==> src/rtl/spi_slot_router.sv <==
// spi_slot_router: registered SPI chip-select router between one host SPI master and
// NUM_SLOTS expansion slots. Chip selects and slot interrupts are synchronised, one slot is
// locked for a whole transaction, a guard gap is enforced after each release and chip-select
// collisions raise a sticky flag.
//
// Optional feature: define SPI_ROUTER_IRQ_LATCH_EN to make host_int sticky (set on a slot
// interrupt rising edge, cleared when that slot is granted). Undefined, host_int is a
// registered level copy of the synchronised slot interrupt.
//
// Ports:
//   clk, rst_n        system clock (>= 4x host SCLK), asynchronous active-low reset
//   host_nss_n        per-slot chip selects from the MCU, active-low
//   host_sclk/mosi    host SPI clock and data, gated combinationally to the granted slot
//   host_miso         MISO of the granted slot, 0 when nothing is granted
//   slot_nss_n        registered per-slot chip selects, active-low
//   slot_sclk/mosi    gated SPI clock and data per slot
//   slot_miso         slot MISO lines
//   slot_int          slot interrupt requests, active-high
//   host_int          conditioned interrupts to the MCU
//   active_slot       index of the granted slot, valid while busy
//   busy              a slot is granted
//   collision         sticky chip-select collision flag
//   collision_clr     one-cycle synchronous clear of collision (a same-cycle set wins)

module spi_slot_router #(
    parameter int unsigned NUM_SLOTS    = 4,
    parameter int unsigned SYNC_STAGES  = 2,
    parameter int unsigned GUARD_CYCLES = 4
) (
    input  logic                         clk,
    input  logic                         rst_n,
    input  logic [NUM_SLOTS-1:0]         host_nss_n,
    input  logic                         host_sclk,
    input  logic                         host_mosi,
    output logic                         host_miso,
    output logic [NUM_SLOTS-1:0]         slot_nss_n,
    output logic [NUM_SLOTS-1:0]         slot_sclk,
    output logic [NUM_SLOTS-1:0]         slot_mosi,
    input  logic [NUM_SLOTS-1:0]         slot_miso,
    input  logic [NUM_SLOTS-1:0]         slot_int,
    output logic [NUM_SLOTS-1:0]         host_int,
    output logic [$clog2(NUM_SLOTS)-1:0] active_slot,
    output logic                         busy,
    output logic                         collision,
    input  logic                         collision_clr
);

    localparam int unsigned IdxW = $clog2(NUM_SLOTS);

    typedef enum logic [1:0] {StIdle, StGrant, StGuard} state_e;

    // ------------------------------------------------------------------
    // Input synchronisers. NSS stages reset to 1 (deselected).
    // ------------------------------------------------------------------
    logic [NUM_SLOTS-1:0] nss_sync_q [SYNC_STAGES];
    logic [NUM_SLOTS-1:0] int_sync_q [SYNC_STAGES];
    logic [NUM_SLOTS-1:0] nss_s;
    logic [NUM_SLOTS-1:0] int_s;

    always_ff @(posedge clk or negedge rst_n) begin
        if (!rst_n) begin
            for (int i = 0; i < SYNC_STAGES; i++) begin
                nss_sync_q[i] <= '1;
                int_sync_q[i] <= '0;
            end
        end else begin
            nss_sync_q[0] <= host_nss_n;
            int_sync_q[0] <= slot_int;
            for (int i = 1; i < SYNC_STAGES; i++) begin
                nss_sync_q[i] <= nss_sync_q[i-1];
                int_sync_q[i] <= int_sync_q[i-1];
            end
        end
    end

    assign nss_s = nss_sync_q[SYNC_STAGES-1];
    assign int_s = int_sync_q[SYNC_STAGES-1];

    // ------------------------------------------------------------------
    // Select decode
    // ------------------------------------------------------------------
    logic [NUM_SLOTS-1:0] sel_vec;
    logic [NUM_SLOTS-1:0] active_mask;
    logic [IdxW-1:0]      low_idx;
    logic                 any_low;
    logic                 multi_low;
    logic                 other_low;

    assign sel_vec   = ~nss_s;
    assign any_low   = |sel_vec;
    // Clearing the lowest set bit leaves something only if two or more bits were set.
    assign multi_low = |(sel_vec & (sel_vec - {{(NUM_SLOTS-1){1'b0}}, 1'b1}));

    always_comb begin
        low_idx = '0;
        // Scan downwards so the lowest asserted index is the last one written.
        for (int i = NUM_SLOTS - 1; i >= 0; i--) begin
            if (sel_vec[i]) begin
                low_idx = IdxW'(i);
            end
        end
    end

    // active_slot still names the released slot during GUARD, so re-selecting that same
    // slot early is not treated as a collision.
    assign active_mask = {{(NUM_SLOTS-1){1'b0}}, 1'b1} << active_slot;
    assign other_low   = |(sel_vec & ~active_mask);

    // ------------------------------------------------------------------
    // Grant FSM
    // ------------------------------------------------------------------
    state_e               state_q, state_d;
    logic [NUM_SLOTS-1:0] grant_q, grant_d;
    logic [IdxW-1:0]      active_q, active_d;
    logic                 busy_q, busy_d;
    logic [3:0]           cnt_q, cnt_d;
    logic                 coll_q, coll_d;
    logic                 coll_set;

    // State register
    always_ff @(posedge clk or negedge rst_n) begin
        if (!rst_n) begin
            state_q  <= StIdle;
            grant_q  <= '0;
            active_q <= '0;
            busy_q   <= 1'b0;
            cnt_q    <= '0;
            coll_q   <= 1'b0;
        end else begin
            state_q  <= state_d;
            grant_q  <= grant_d;
            active_q <= active_d;
            busy_q   <= busy_d;
            cnt_q    <= cnt_d;
            coll_q   <= coll_d;
        end
    end

    // Next-state logic
    always_comb begin
        state_d  = state_q;
        grant_d  = grant_q;
        active_d = active_q;
        busy_d   = busy_q;
        cnt_d    = cnt_q;
        coll_set = 1'b0;

        unique case (state_q)
            StIdle: begin
                if (multi_low) begin
                    coll_set = 1'b1;
                end
                if (any_low) begin
                    grant_d  = {{(NUM_SLOTS-1){1'b0}}, 1'b1} << low_idx;
                    active_d = low_idx;
                    busy_d   = 1'b1;
                    state_d  = StGrant;
                end
            end
            StGrant: begin
                if (other_low) begin
                    coll_set = 1'b1;
                end
                if (nss_s[active_q]) begin
                    grant_d = '0;
                    busy_d  = 1'b0;
                    if (GUARD_CYCLES == 0) begin
                        state_d = StIdle;
                    end else begin
                        cnt_d   = 4'(GUARD_CYCLES);
                        state_d = StGuard;
                    end
                end
            end
            StGuard: begin
                if (other_low) begin
                    coll_set = 1'b1;
                end
                cnt_d = cnt_q - 4'd1;
                // The decrement that reaches zero is the last guard cycle.
                if (cnt_q <= 4'd1) begin
                    cnt_d   = '0;
                    state_d = StIdle;
                end
            end
            default: begin
                state_d = StIdle;
                grant_d = '0;
                busy_d  = 1'b0;
            end
        endcase

        if (coll_set) begin
            coll_d = 1'b1;
        end else if (collision_clr) begin
            coll_d = 1'b0;
        end else begin
            coll_d = coll_q;
        end
    end

    // Output logic
    always_comb begin
        slot_nss_n  = ~grant_q;
        slot_sclk   = grant_q & {NUM_SLOTS{host_sclk}};
        slot_mosi   = grant_q & {NUM_SLOTS{host_mosi}};
        host_miso   = busy_q ? slot_miso[active_q] : 1'b0;
        active_slot = active_q;
        busy        = busy_q;
        collision   = coll_q;
    end

    // ------------------------------------------------------------------
    // Interrupt conditioning
    // ------------------------------------------------------------------
    logic [NUM_SLOTS-1:0] host_int_q, host_int_d;

`ifdef SPI_ROUTER_IRQ_LATCH_EN
    logic [NUM_SLOTS-1:0] int_prev_q;
    logic [NUM_SLOTS-1:0] int_rise;
    logic [NUM_SLOTS-1:0] grant_evt;

    assign int_rise  = int_s & ~int_prev_q;
    assign grant_evt = grant_d & ~grant_q;

    always_ff @(posedge clk or negedge rst_n) begin
        if (!rst_n) begin
            int_prev_q <= '0;
        end else begin
            int_prev_q <= int_s;
        end
    end

    // A rising edge in the grant cycle wins over the clear.
    assign host_int_d = int_rise | (host_int_q & ~grant_evt);
`else
    assign host_int_d = int_s;
`endif

    always_ff @(posedge clk or negedge rst_n) begin
        if (!rst_n) begin
            host_int_q <= '0;
        end else begin
            host_int_q <= host_int_d;
        end
    end

    assign host_int = host_int_q;

endmodule
==> config.mk <==
export PLATFORM = sky130hd
export DESIGN_NAME = spi_slot_router
export DESIGN_NICKNAME = d
export VERILOG_FILES = /design/src/rtl/spi_slot_router.sv
export SDC_FILE = /design/constraint.sdc
export NUM_CORES = 1
export LEC_CHECK = 0
export CAP_MARGIN = 10
export CORE_ASPECT_RATIO = 0.7
export CORE_MARGIN = 2
export CORE_UTILIZATION = 40
export CTS_CLUSTER_DIAMETER = 60
export DETAILED_ROUTE_END_ITERATION = 12
export PLACE_DENSITY = 0.67
export SKIP_LAST_GASP = 1
export SYNTH_ARGS = -nofsm -noshare
export SYNTH_HDL_FRONTEND = slang
export SYNTH_SLANG_ARGS = --single-unit
==> constraint.sdc <==
create_clock -name clk -period 2 [get_ports clk]
set_input_delay 0.5 -clock clk [delete_from_list [all_inputs] [get_ports clk]]
set_output_delay 0.5 -clock clk [all_outputs]
set_load 0.005 [all_outputs]
==> flow_summary.toml, run 1 <==
[outcome]
status = "complete, no violations"

[synthesis]
synth_most_common_cell = "dfrtp_1"
yosysTopAreaCell = "dfrtp_1"
yosys-top-cells-count = "dfrtp_1 (26), inv_1 (14), and2_1 (12)"
yosys_warnings = 0
synth_compound_area_share_pct = 17.3
synth.avg_cell_area_um2 = 11.7
synth_simple_gate_area_share_pct = 13.6
async_flop_share_pct = 100
synth_top_family_by_area = "compound AO/OA/AOI/OAI gates"
ys_seq_area_share_pct = 54.6
synth_nets = 158
synth_cell_type_count = 43
synth-edff-count = 0
synth.mux.area_fraction_pct = 4.12
synth_flop_cell = "dfrtp_1"
synth_fa_ha_area_share_pct = 4.76
syn-instance-count = 135
synth_area_mm2 = 0.00158
yosys.area.top_type_share_pct = 41.2
synth_seq_cells = 34
yosys-top-cells-area = "dfrtp_1 (41%), dfstp_2 (13%), and2_1 (4.8%), ha_1 (4.8%), inv_1 (3.3%)"
synth_xor_area_share_pct = 0

[route]
antenna_left = 0
drc = 0
vias_per_cell = 5.07
wl_um = 3180
firstDrtPassIters = 4
wl_per_cell_um = 13.8
drt_iter0_drc = 101
num_vias = 1166

[sta]
rsz0062_at_grt = "false"
min_period_ps = 1960
slew_headroom_pct = 68.9
worstMarginPinSlew_ps = 459
hold_viol = 0
slew_violations = 0
whs_ps = 347
max_clock_freq_mhz = 509
fin_crit_sh_pct = 98.2
clock_skew_ps = 9.79
finalSetupViolations = 0

[setup_path]
start_kind = "input port"
max_stage_delay_ps = 440
path_cells = "dlygate4sd2_1, mux4_2, and2_1, buf_2"
crit_fanout = 1
cp_slowest_cell = "mux4_2"
crit_start = "slot_miso[2]"
critPathKind = "in2out"
cp-end-kind = "primary output"
reg2reg_from = "state_q[1]$_DFFE_PN0P_"
worstPathArrival_ps = 1460
worstPathRequired_ps = 1500

[power_and_ir_drop]
clkPwrFrac_pct = 23.2
comb_power_share_pct = 42.0
peakVddDrop_v = 0.000595
leakage_nw = 0.935
seqPwrFrac_pct = 34.9
switching_share_pct = 32.6
p_per_area_mw_per_mm2 = 1300
cell_internal_pwr_mw = 1.85
switchingPower_uw = 892

[grt]
grt_usage_pct = 15.7
grt_pass1_vias = 1159
grt_remaining_overflow = 0
antenna_found_initial = 0
grt_max_degree = 35
grt_pass1_wl_um = 5260

[clock_network]
clock_path_buffers = 2
hold_buffers = 0
insertion_delay_ps = 280
htreeDepth = 2
cts_setup_buffers = 0
cts.sinks = 34
cts_tree = "yes"
path_clk_slew_ps = 60
cts_buffers = 5
cts_root_buf = "clkbuf_8"

[cells_and_area]
drive_above_1_share_pct = 15.7
syn_to_final_growth_pct = 34.0
stdcell_count = 230
nets = 200
postLayoutCoreUtil_pct = 54.9
diodes = 0
num-fill-cells = 360

[job]
drv_cap = 0

[floorplanning]
die_x_um = 79.1
coreArea_mm2 = 0.00385
die_h_um = 56.5
start_util_pct = 41.0
rows = 19
dieArea_mm2 = 0.00447
top_level_ports = 38

[min_path]
worstHoldStart = "int_sync_q[7]$_DFF_PN0_"
min_path_type = "reg2reg"

[placement]
portBuffers = 37
placed_cells = 222
gp_congestion = 0.832
dp_hpwl_um = 2370
-- registers in the layout (all words and copies together) (netlist names), 2 cells and up --
name	flops
active_slot	2
host_int	4
host_int_d	4
grant_q	4
nss_sync_q	4
cnt_q	4
state_q	2
int_sync_q	4
nss_s	4
-- routing by layer --
layer	track usage [%]	wire length [um]
met3	4.82	142
met4	6.65	55
met2	24.9	1500
met5	0	0
met1	19.9	1480
-- cells in the final DEF (no fill, tap or decap), types with 5 or more instances in the layout --
cell type,netlist,routed
clkdlybuf4s50_1,0,30
dfrtp_1,26,26
clkbuf_8,0,6
inv_1,14,14
nand2_1,5,5
and2_1,12,12
ha_1,6,6
dfstp_2,8,8
a21oi_1,9,9
-- worst max-delay path, delay by kind of cell --
| family | cells | cell delay, ps |
|---|---|---|
| muxes | 1 | 440 |
| buffers and inverters | 2 | 360 |
| and+or+nand+nor | 1 | 160 |
-- cells by family (layout without fill, tap and decap cells) --
kind of cell,count (synthesis),after routing
and+or+nand+nor,36,36
AOI/OAI and AO/OA,35,35
DFF,34,34
buffers and inverters,20,63
adders and majority gates,6,6
muxes,4,4
-- repair_timing --
action / CTS / global route
endpoints found under the hold margin: 0 / 0
pin swaps: 1 / 1
endpoints found under the setup margin: 9 / 1
gates resized for setup: 9 / 2
-- path summary, 6_finish.rpt --
path	slack (ps)	cells after the start	endpoint
max	40	4	host_miso
min	350	0	host_int_d[3]$_DFF_PN0_
max reg2reg	130	6	state_q[1]$_DFFE_PN0P_
min reg2reg	350	0	host_int_d[3]$_DFF_PN0_
max in group asynchronous	1060	2	nss_s[0]$_DFF_PN1_
min in group asynchronous	610	2	int_sync_q[6]$_DFF_PN0_
-- through the flow --
stage                     TNS [ps]  worst slack, ps  power, mW  cell area, um^2
after floorplan                  0              316       1.70             1580
after global placement       -1400             -462       2.08             2010
after detailed placement     -1580             -477       2.13             2010
after CTS                     -115             -115       2.77             2110
after global routing             0             13.1       2.93             2110
final                            0             36.7       2.74             2110
-- final cells by class --
class	instances	area, um^2	area share [%]
Timing Repair Buffer	41	395	18.7
Multi-Input combinational cell	81	624	29.5
Clock buffer	7	86.3	4.08
Inverter	14	52.6	2.49
Clock inverter	1	30.0	1.42
Sequential cell	34	861	40.7
Tap cell	52	65.1	3.08
-- power groups by stage --
stage / sequential, mW / clock [mW] / combinational, mW
floorplan: 0.945 / 0 / 0.754
global placement: 0.954 / 0 / 1.12
detailed placement: 0.968 / 0 / 1.16
CTS: 0.959 / 0.650 / 1.16
global route: 0.977 / 0.684 / 1.27
finish: 0.956 / 0.635 / 1.15
Note: power is estimated with default switching activity, not from simulation.
==> run 2: changes to the inputs <==
- PLACE_DENSITY: 0.67 -> 0.77
==> run 2 against run 1 <==
  * Sequential power about the same
  * Combinational power about the same
  * Core utilization shrank 0.32 points
  * Non-clock buffer count down 1
  * Critical path depth down 1
  * Wire length shrank 1.5%
  * Total power fell by 3.3%
  * Sequential cell count unchanged
  * Maximum frequency grew 2.4%
  * Global-route usage shrank 0.051 points
  * Sequential share of layout area increased by 0.24 points
  * Critical path type is now reg2out
  * Largest power group unchanged
==> flow_summary.toml, run 2 (same netlist as run 1, synthesis figures left out) <==
[outcome]
status = "complete, no violations"

[grt]
grt-busiest-layer = "met2"
use_met1_pct = 19.3
antenna_found_initial = 0
grt_pass1_wl_um = 5420
grt_remaining_overflow = 0
grt_usage_pct = 15.6
gr-usage-met3_pct = 5.95
use_met2_pct = 25.8
grt_max_degree = 35
grt_pass1_vias = 1210

[floorplanning]
die_x_um = 79.1
top_level_ports = 38
rows = 19
die_h_um = 56.5
dieArea_mm2 = 0.00447
start_util_pct = 41.0
coreArea_mm2 = 0.00385

[route]
drt_iter0_drc = 116
wl_per_cell_um = 13.7
drc = 0
wl_um = 3130
firstDrtPassIters = 4
vias_per_cell = 5.16
antenna_left = 0
num_vias = 1182

[sta]
rsz0062_at_grt = "false"
worstMarginPinSlew_ps = 442
setup_slack_ps = 83.5
finalSetupViolations = 0
hold_viol = 0
min_period_ps = 1920
max_clock_freq_mhz = 522
clock_skew_ps = 3.82
slew_headroom_pct = 70.1
slew_violations = 0
fin_crit_sh_pct = 95.8

[cells_and_area]
syn_to_final_growth_pct = 33.2
multiInputGateArea_um2 = 627
num-fill-cells = 340
layout.cells.most_common = "clkdlybuf4s50_1"
diodes = 0
stdcell_count = 229
seqCellArea_um2 = 861
drive_above_1_share_pct = 16.4
nets = 199
final_cell_mix = "clkdlybuf4s50_1 (30), dfrtp_1 (26), inv_1 (14)"

[clock_network]
cts_root_buf = "clkbuf_8"
cts_buffers = 5
cts.sinks = 34
htreeDepth = 2
hold_buffers = 0
path_clk_slew_ps = 70
cts_setup_buffers = 0
clock_path_buffers = 2
insertion_delay_ps = 280
cts_tree = "yes"

[setup_path]
cp_slowest_cell = "mux4_2"
max_stage_delay_ps = 490
start_kind = "register"
rrSetupSlack_ps = 130
worst_path_dominant_cell_family = "multiplexers"
path_cells = "mux4_2, and2_4, buf_6"
worstPathArrival_ps = 1420
cp-end-kind = "primary output"
path_buf_inv = 1
worstPathRequired_ps = 1500
crit_fanout = 2
critPathKind = "reg2out"

[power_and_ir_drop]
leakage_nw = 0.938
p_per_area_mw_per_mm2 = 1260
peakVddDrop_v = 0.000589

[placement]
pre_cts_ws_ps = -520
dp_hpwl_um = 2250
placed_cells = 221
portBuffers = 37
gp_congestion = 0.811

[min_path]
min_path_type = "reg2reg"

[job]
drv_cap = 0
==> run 2: cell type report <==
| type | count | area share [%] |
|---|---|---|
| Sequential cell | 34 | 41.0 |
| Multi-Input combinational cell | 81 | 29.8 |
| Timing Repair Buffer | 40 | 19.1 |
| Clock buffer | 6 | 3.93 |
| Tap cell | 52 | 3.10 |
| Inverter | 14 | 2.50 |
| Clock inverter | 2 | 0.595 |
==> run 2: worst paths after layout <==
check                                                start                       to  cells after the start
worst min-delay path               int_sync_q[6]$_DFF_PN0_  host_int_d[2]$_DFF_PN0_                      0
max in group asynchronous                            rst_n       nss_s[1]$_DFF_PN1_                      2
worst max register to register      state_q[1]$_DFFE_PN0P_   state_q[1]$_DFFE_PN0P_                      6
worst max-delay path            active_slot[0]$_DFFE_PN0P_                host_miso                      3
min in group asynchronous                            rst_n   grant_q[2]$_DFFE_PN0P_                      2
worst min register to register     int_sync_q[6]$_DFF_PN0_  host_int_d[2]$_DFF_PN0_                      0
==> run 2: through the flow <==
step	power (mW)	utilization (%)	area, um^2	hold slack (ps)	TNS [ps]
floorplan	1.70	-	1580	204	0
global placement	2.07	51.9	2000	333	-1390
detailed placement	2.12	51.9	2000	336	-1680
CTS	2.67	54.2	2090	352	-126
global route	2.85	54.6	2100	362	0
finish	2.65	54.6	2100	347	0
==> run 2: worst reg2reg max path, delay by kind of cell (launching register included) <==
family	cells	cell delay, ps
buf+inv	1	80
simple gates	1	230
flops	1	390
fa+ha+maj	1	250
compound gates	2	470
mux	1	320
==> run 2: per-layer routing <==
layer	routed length (um)	part of all wire, %
met3	258	8.2
met5	0	0
met1	1330	43
met2	1520	48
met4	21	0.67
==> run 2: power by group <==
group / switching (mW) / total (mW) / internal, mW
clock: 0.246 / 0.523 / 0.276
combinational: 0.539 / 1.17 / 0.630
sequential: 0.125 / 0.958 / 0.833
total: 0.910 / 2.65 / 1.74
==> run 2: timing repair <==
item                                   4_1_cts  5_1_grt
pin swaps                                    1        0
resized for setup                            8        5
setup endpoints to repair                    9        1
endpoints found under the hold margin        0        0
